==> src/rtl/gaxi_skid_pkg.sv <==
// Shared constants and helpers for the flexible-depth GAXI skid buffer.
// Optional zero-latency bypass is selected by the GAXI_SKID_BYPASS_EN macro.
package gaxi_skid_pkg;

   localparam int MIN_DEPTH = 2;
   localparam int MAX_DEPTH = 16;

   // Explicit compare-and-wrap so non-power-of-two depths index correctly.
   function automatic int ptr_inc(input int ptr, input int depth);
      return (ptr >= depth - 1) ? 0 : ptr + 1;
   endfunction

   function automatic int cw_for(input int depth);
      return $clog2(depth + 1);
   endfunction

endpackage

==> src/rtl/gaxi_skid_buffer_flex_if.sv <==
// Valid/ready bundle for both sides of the skid buffer.
// slave is the buffer's view; master is the producer/consumer view.
interface gaxi_skid_buffer_flex_if #(
   parameter int DATA_WIDTH = 32
);

   logic                  wr_valid;
   logic                  wr_ready;
   logic [DATA_WIDTH-1:0] wr_data;
   logic                  rd_valid;
   logic                  rd_ready;
   logic [DATA_WIDTH-1:0] rd_data;

   modport slave (
      input  wr_valid, wr_data, rd_ready,
      output wr_ready, rd_valid, rd_data
   );

   modport master (
      output wr_valid, wr_data, rd_ready,
      input  wr_ready, rd_valid, rd_data
   );

endinterface

==> src/rtl/gaxi_skid_ptr.sv <==
// Wrapping pointer 0..DEPTH-1 with synchronous clear and advance enable.
// Clear has priority over enable; reset is synchronous active-high.
module gaxi_skid_ptr
   import gaxi_skid_pkg::*;
#(
   parameter int DEPTH = 4,
   parameter int PW    = $clog2(DEPTH)
) (
   input  logic          clk_i,
   input  logic          rst_i,
   input  logic          clr_i,
   input  logic          en_i,
   output logic [PW-1:0] ptr_o
);

   logic [PW-1:0] ptr_q;
   logic [PW-1:0] ptr_d;

   always_comb begin
      ptr_d = ptr_q;
      if (clr_i) begin
         ptr_d = '0;
      end else if (en_i) begin
         ptr_d = PW'(ptr_inc(int'(ptr_q), DEPTH));
      end
   end

   always_ff @(posedge clk_i) begin
      if (rst_i) begin
         ptr_q <= '0;
      end else begin
         ptr_q <= ptr_d;
      end
   end

   assign ptr_o = ptr_q;

endmodule

==> src/rtl/gaxi_skid_buffer_flex.sv <==
// Circular-buffer valid/ready skid buffer, DEPTH 2..16, with flush and almost_full.
// Define GAXI_SKID_BYPASS_EN for a zero-latency pass-through when empty.
module gaxi_skid_buffer_flex
   import gaxi_skid_pkg::*;
#(
   parameter int  DATA_WIDTH = 32,
   parameter int  DEPTH      = 4,
   parameter int  AF_THRESH  = DEPTH - 1,
   localparam int CW         = cw_for(DEPTH)
) (
   input  logic                    axi_aclk,
   input  logic                    axi_areset,
   input  logic                    flush,
   gaxi_skid_buffer_flex_if.slave  bus,
   output logic [CW-1:0]           count,
   output logic                    almost_full
);

   localparam int PW = $clog2(DEPTH);

   if (DEPTH < MIN_DEPTH || DEPTH > MAX_DEPTH) begin : g_depth_chk
      $error("gaxi_skid_buffer_flex: DEPTH out of range");
   end
   if (AF_THRESH < 1 || AF_THRESH > DEPTH) begin : g_af_chk
      $error("gaxi_skid_buffer_flex: AF_THRESH out of range");
   end

   logic [DATA_WIDTH-1:0] mem_q [DEPTH];
   logic [CW-1:0]         count_q;
   logic [CW-1:0]         count_d;
   logic [PW-1:0]         wr_ptr;
   logic [PW-1:0]         rd_ptr;

   logic open_q;
   logic wr_ready_int;
   logic rd_valid_buf;
   logic pass;
   logic store;
   logic pop;

   // Handshake qualifiers depend only on registered state, flush and reset.
   assign open_q       = !axi_areset && !flush;
   assign wr_ready_int = open_q && (count_q != CW'(DEPTH));
   assign rd_valid_buf = open_q && (count_q != '0);

`ifdef GAXI_SKID_BYPASS_EN
   logic byp_win;
   assign byp_win      = open_q && (count_q == '0);
   assign pass         = byp_win && bus.wr_valid && bus.rd_ready;
   assign bus.rd_valid = rd_valid_buf || (byp_win && bus.wr_valid);
   assign bus.rd_data  = byp_win ? bus.wr_data : mem_q[rd_ptr];
`else
   assign pass         = 1'b0;
   assign bus.rd_valid = rd_valid_buf;
   assign bus.rd_data  = mem_q[rd_ptr];
`endif

   assign bus.wr_ready = wr_ready_int;
   assign store        = bus.wr_valid && wr_ready_int && !pass;
   assign pop          = rd_valid_buf && bus.rd_ready;

   always_comb begin
      count_d = count_q;
      if (flush) begin
         count_d = '0;
      end else begin
         case ({store, pop})
            2'b10:   count_d = count_q + CW'(1);
            2'b01:   count_d = count_q - CW'(1);
            default: count_d = count_q;
         endcase
      end
   end

   always_ff @(posedge axi_aclk) begin
      if (axi_areset) begin
         count_q <= '0;
      end else begin
         count_q <= count_d;
      end
   end

   // Storage is deliberately left unreset; count gates every read of it.
   always_ff @(posedge axi_aclk) begin
      if (store) begin
         mem_q[wr_ptr] <= bus.wr_data;
      end
   end

   gaxi_skid_ptr #(.DEPTH(DEPTH), .PW(PW)) u_wr_ptr (
      .clk_i (axi_aclk),
      .rst_i (axi_areset),
      .clr_i (flush),
      .en_i  (store),
      .ptr_o (wr_ptr)
   );

   gaxi_skid_ptr #(.DEPTH(DEPTH), .PW(PW)) u_rd_ptr (
      .clk_i (axi_aclk),
      .rst_i (axi_areset),
      .clr_i (flush),
      .en_i  (pop),
      .ptr_o (rd_ptr)
   );

   assign count       = count_q;
   assign almost_full = (count_q >= CW'(AF_THRESH));

   a_count_range: assert property (@(posedge axi_aclk) disable iff (axi_areset)
      count_q <= CW'(DEPTH));

endmodule
==> src/flat_wrapper.sv <==
// flat-port wrapper written by rule: the top's interface ports become plain ports
module gaxi_skid_buffer_flex_flat import gaxi_skid_pkg::*;
#(
   parameter int  DATA_WIDTH = 32,
   parameter int  DEPTH      = 4,
   parameter int  AF_THRESH  = DEPTH - 1,
   localparam int CW         = cw_for(DEPTH)
)
  (axi_aclk, axi_areset, flush, count, almost_full, bus_wr_valid, bus_wr_data, bus_rd_ready, bus_wr_ready, bus_rd_valid, bus_rd_data);
  gaxi_skid_buffer_flex_if #(.DATA_WIDTH(DATA_WIDTH)) bus_i ();
  input  logic axi_aclk;
  input  logic axi_areset;
  input  logic flush;
  output logic [CW-1:0] count;
  output logic almost_full;
  input wire logic [$bits(bus_i.wr_valid)-1:0] bus_wr_valid;
  input wire logic [$bits(bus_i.wr_data)-1:0] bus_wr_data;
  input wire logic [$bits(bus_i.rd_ready)-1:0] bus_rd_ready;
  output wire logic [$bits(bus_i.wr_ready)-1:0] bus_wr_ready;
  output wire logic [$bits(bus_i.rd_valid)-1:0] bus_rd_valid;
  output wire logic [$bits(bus_i.rd_data)-1:0] bus_rd_data;
  assign bus_i.wr_valid = bus_wr_valid;
  assign bus_i.wr_data = bus_wr_data;
  assign bus_i.rd_ready = bus_rd_ready;
  assign bus_wr_ready = bus_i.wr_ready;
  assign bus_rd_valid = bus_i.rd_valid;
  assign bus_rd_data = bus_i.rd_data;
  gaxi_skid_buffer_flex #(.DATA_WIDTH(DATA_WIDTH), .DEPTH(DEPTH), .AF_THRESH(AF_THRESH)) u_core (.axi_aclk(axi_aclk), .axi_areset(axi_areset), .flush(flush), .bus(bus_i), .count(count), .almost_full(almost_full));
endmodule
==> config.mk <==
export PLATFORM = sky130hd
export DESIGN_NAME = gaxi_skid_buffer_flex_flat
export DESIGN_NICKNAME = d
export VERILOG_FILES = /design/src/rtl/gaxi_skid_pkg.sv /design/src/rtl/gaxi_skid_buffer_flex_if.sv /design/src/rtl/gaxi_skid_ptr.sv /design/src/rtl/gaxi_skid_buffer_flex.sv /design/src/flat_wrapper.sv
export SDC_FILE = /design/constraint.sdc
export NUM_CORES = 1
export LEC_CHECK = 0
export ABC_AREA = 1
export CORE_MARGIN = 8
export CORE_UTILIZATION = 45
export CTS_BUF_LIST = sky130_fd_sc_hd__clkbuf_4
export DETAILED_ROUTE_END_ITERATION = 16
export HOLD_SLACK_MARGIN = 0.06
export PLACE_DENSITY = 0.68
export SLEW_MARGIN = 20
export SYNTH_ARGS = -nofsm -noshare
export SYNTH_HDL_FRONTEND = slang
export SYNTH_SLANG_ARGS = --single-unit
==> constraint.sdc <==
create_clock -name axi_aclk -period 3.35 [get_ports axi_aclk]
set_clock_uncertainty 0.1 [all_clocks]
set_input_delay 0.67 -clock axi_aclk [delete_from_list [all_inputs] [get_ports axi_aclk]]
set_output_delay 0.67 -clock axi_aclk [all_outputs]
set_load 0.005 [all_outputs]
After elaboration in Yosys (flattened, before gate mapping)
Memory sizes are Yosys's and may differ from the RTL's. A register that Yosys moved wholly into a read port is not among the register bits.
Cells that the tools add are included.
Word-level totals
  register bits after elaboration: 7
  bits in writable memories: 128
  bits of input ports: 37
  output and inout port bits: 38
  memories: 1
Memory list
  u_core.mem_q: words 4, bits a word 32, read ports 1, clocked after memory_dff 1, wr ports 1, line gaxi_skid_buffer_flex.sv:28  | logic [DATA_WIDTH-1:0] mem_q [DEPTH];
Cells by class
  $add $sub $neg: 4
  $lt $le $gt $ge: 3
  equal/unequal tests: 3
  multiplexer cells: 7
  reductions and logical operators: 10
Operators by type and width (count)
  2-bit 2-to-1 mux: 4
  3-bit one-hot mux with 2 select lines: 1
  1-bit logical AND: 5
  2-bit by 1-bit adder with 2-bit output (second input constant): 2
  2-bit greater-or-equal comparator (second input constant): 2
  3-bit by 1-bit adder with 3-bit output (second input constant): 1
  3-bit by 2-bit greater-or-equal comparator with 1-bit output (second input constant): 1
  3-bit inequality test (second input constant): 1
  3-bit nonzero test: 1
  3-bit by 1-bit subtractor with 3-bit output (second input constant): 1
  2-bit by 1-bit == test with 1-bit output (second input constant): 1
  2-bit == test (second input constant): 1
  1-bit zero test: 2
  1-bit 2-to-1 mux: 2
  2-bit nonzero test: 1
  2-bit OR reduction: 1

Logic depth before layout (Yosys ltp)
  depth after elaboration: 6
  mapped depth: 13

Cells and area by module
Synthesis repeated with hierarchy kept, for this count alone.
Unflattened totals
  cell total of the unflattened synthesis: 376
  area total of the unflattened synthesis: 5226.3 um^2
By module, submodules not included
  gaxi_skid_buffer_flex: times used 1, cells an instance 348, area an instance 5031.1 um^2, seq. area each 3903.7 um^2
  gaxi_skid_ptr: times used 2, cells an instance 14, area an instance 97.6 um^2, seq. area each 40.0 um^2

Least setup slack after synthesis
No wires, ideal clock.
  path type: input to register
  start: in flush
  end: mem u_core.mem_q[0][0] (enable)
  arrival: 2.369 ns
  required time: 2.829 ns
  path slack: 0.460 ns
  stages: 3
  path through: nor2_4 -> nand3_2 -> nor2_1
On the way
  cells in the longest elaborated chain, start to end: 6
RTL lines
  start, declared: line flat_wrapper.sv:13  | input logic flush;
  1-bit zero test: line gaxi_skid_buffer_flex.sv:42  | assign open_q = !axi_areset && !flush;
  1-bit logical AND: line gaxi_skid_buffer_flex.sv:42
  1-bit logical AND: line gaxi_skid_buffer_flex.sv:43  | assign wr_ready_int = open_q && (count_q != CW'(DEPTH));
  1-bit logical AND: line gaxi_skid_buffer_flex.sv:59  | assign store = bus.wr_valid && wr_ready_int && !pass;
  1-bit 2-to-1 mux: line gaxi_skid_buffer_flex.sv:85  | if (store) begin
  1-bit 2-to-1 mux (not written as such): line gaxi_skid_buffer_flex.sv:86  | mem_q[wr_ptr] <= bus.wr_data;
  end, declared: line gaxi_skid_buffer_flex.sv:28
Every way passes these cells.

==> metrics <==
Syn Area/Cell=~14 sq um; Slew @ Worst Pin=approximately 0.63 ns; CTS Buf Count=17; Max VDD drop=slightly above 0.0003 V; Final ANT Viol Nets=0; Die Y-Extent=between 100 and 150 microns; first-pass GRT wire length=about 17 mm; combinational share of power=approximately 4.8%; internal cell power=between 2 and 2.5 mW; cells after synthesis=~380; post-DP HPWL=between 6 and 7 mm; Achievable Freq=323 MHz; Post-Syn Nets=428; clock buffer depth=2; Pwr Density=between 400 and 500 nW/um^2; Initial DRT Pass Iterations=4; post-synth cell types=23; Synth top area share=roughly 72%; WL per Instance=17.0 microns; Hold Buf Count CTS=0; CTS H-Tree Depth=4; largest family of logic cells by synthesized area=compound AO/OA/AOI/OAI gates; final period utilization=92.3%; top_reg_cell synth=edfxtp_1; Yosys Warn Count=0; final setup fails=0; clock power share=about a third; Initial Utilization=a little under half; setup_tns=0 ns; GRT overflow=0; Clock Sinks=roughly 140; layout cell share with drive strength beyond 1=11.0%; post-synthesis async set-or-reset flop share=0%; most numerous cell in the Yosys netlist=edfxtp_1; endpoints failing hold=0; DRC Markers=0; # diodes=0; Slew headroom=slightly below 60%; Area Overhead vs Synth=21.2%; count of port buffers added during placement=between 70 and 80; Iteration-0 DRC Markers=244; largest net degree at the start of global routing=65; critical path class=flip-flop to primary output; RSZ-0062 raised after global routing=false; Post-synth top cells=edfxtp_1, nor2_1, o21ai_0; Max Slew Vio Count=0; Seq cells post-synth=around 140; xor/xnor share of the synthesized area=0%; post-synthesis adder-cell area fraction=under 10%; CP Data Required Time=approximately 2.6 ns; IO Pins=between 70 and 80; mux contribution to synthesized area=0%; Simple-Gate Fraction of Synth Area=about 7%; Hold Path Class=flip-flop to flip-flop; post_cts resized=0; Arr. time, crit path=about 2.3 ns; vias in the first global route=around 3,300; Final #Nets=512; Sw Pwr=approximately 720 uW; Via density=roughly 5.2; Mapped Area=between 5000 and 6000 sq um; GRT Total Usage=between 10% and 20%; Root Buffer=clkbuf_4; max-cap violations=0; Synth Area in Compound Gates=between 10% and 20%; synth top area cells=edfxtp_1, nor2_1, o21ai_0; min Tclk post-route=3.09 ns; Leak Pwr=2.18 nW; sequential share of power=between 60% and 70%; EDFF count, synth=128; std cell rows=39; post-synth top area cell=edfxtp_1; FILL cells=948; routed vias=approximately 3,200; chip width=about 120 microns; sequential area share after synthesis=between 70% and 80%; Core ar.=11,500 sq um; die area=~16,000 sq um; routability-driven placement congestion ratio=0.772; outcome=complete, no violations; CP max FO=24; WHS=between 0.4 and 0.5 ns; initial antenna violation count=0; Setup crit start kind=flip-flop; clock slew seen by the registers of the worst setup and hold paths=0.13 ns; worst skew pair latency=about 0.50 ns; CTS tree=yes; # Post-CTS Setup Buffers=0; Switching Share=between 20% and 30%; crit path capture type=primary output; Total Wirelength=~11 mm
## state kept, by name, summed over array words and instances, names as in the netlist, named ones only
register,cells
u_core.mem_q,128
u_core.count,3
u_core.u_rd_ptr.ptr_o,2
u_core.u_wr_ptr.ptr_o,2
## metal layers
layer	part of all wire (%)	track usage, %
met5	0	0
met4	0.91	3.83
met3	5.4	4.98
met2	49	23.5
met1	44	16.1
## worst max-delay path: stages, from the launching register on
cell and delay, ns:
dfxtp_2 0.55, buf_4 0.35, o21ai_0 0.13, o22ai_1 0.25, clkdlybuf4s50_1 0.56
## path summary, 6_finish.rpt
| kind | slack (ns) | cells after the start | start | endpoint |
|---|---|---|---|---|
| worst max-delay path | 0.26 | 4 | flip-flop | bus_rd_data[7] |
| worst min-delay path | 0.43 | 1 | u_core.count[0] | u_core.count[0] |
| worst max register to register | 1.24 | 11 | u_core.count[0] | u_core.count[2] |
| worst min register to register | 0.43 | 1 | u_core.count[0] | u_core.count[0] |
## cell usage in the layout (no fill, tap or decap), drive strengths merged
cell type      count
edfxtp           128
clkdlybuf4s50     74
nor2              74
o21ai             69
o22ai             32
inv               30
clkbuf            17
nand2             15
buf               10
dfxtp              9
ha                 6
a21oi              4
clkinvlp           4
nand3              3
nand4              2
clkinv             2
or2                1
fa                 1
## kinds of logic after synthesis
group                    after synthesis
flip-flops                           137
buffers and inverters                 40
adder cells (fa/ha/maj)                7
AND/OR/NAND/NOR                       95
AO/OA/AOI/OAI                        105
## metrics by stage
step           power (mW)  instances  cell area (sq um)  setup slack [ns]  util [%]
2_1_floorplan        1.98        384               5310             0.460         -
3_3_place_gp         2.08        592               6180             0.497      53.9
3_5_place_dp         2.08        592               6180             0.468      53.9
4_1_cts              3.04        624               6440             0.185      56.1
5_1_grt              3.13        624               6440            0.0478      56.1
6_report             3.01        624               6440             0.257      56.1
## final cells by class
type	instances	area, sq um	share of cell area, %
sequential	137	4030	62.5
multi-input combinational	207	1070	16.7
timing repair buffer	84	816	12.7
tap	143	179	2.78
clock inverter	15	130	2.02
clock buffer	17	128	1.98
inverter	21	86.3	1.34
## power by group through the flow
stage | logic, mW | clock network, mW | registers [mW]
after global routing | 0.158 | 1.08 | 1.90
final | 0.145 | 0.969 | 1.89
after CTS | 0.147 | 0.995 | 1.89
after detailed placement | 0.146 | 0 | 1.93
after global placement | 0.143 | 0 | 1.93
after floorplan | 0.0437 | 0 | 1.93
Note: power is estimated with default switching activity, not from simulation.
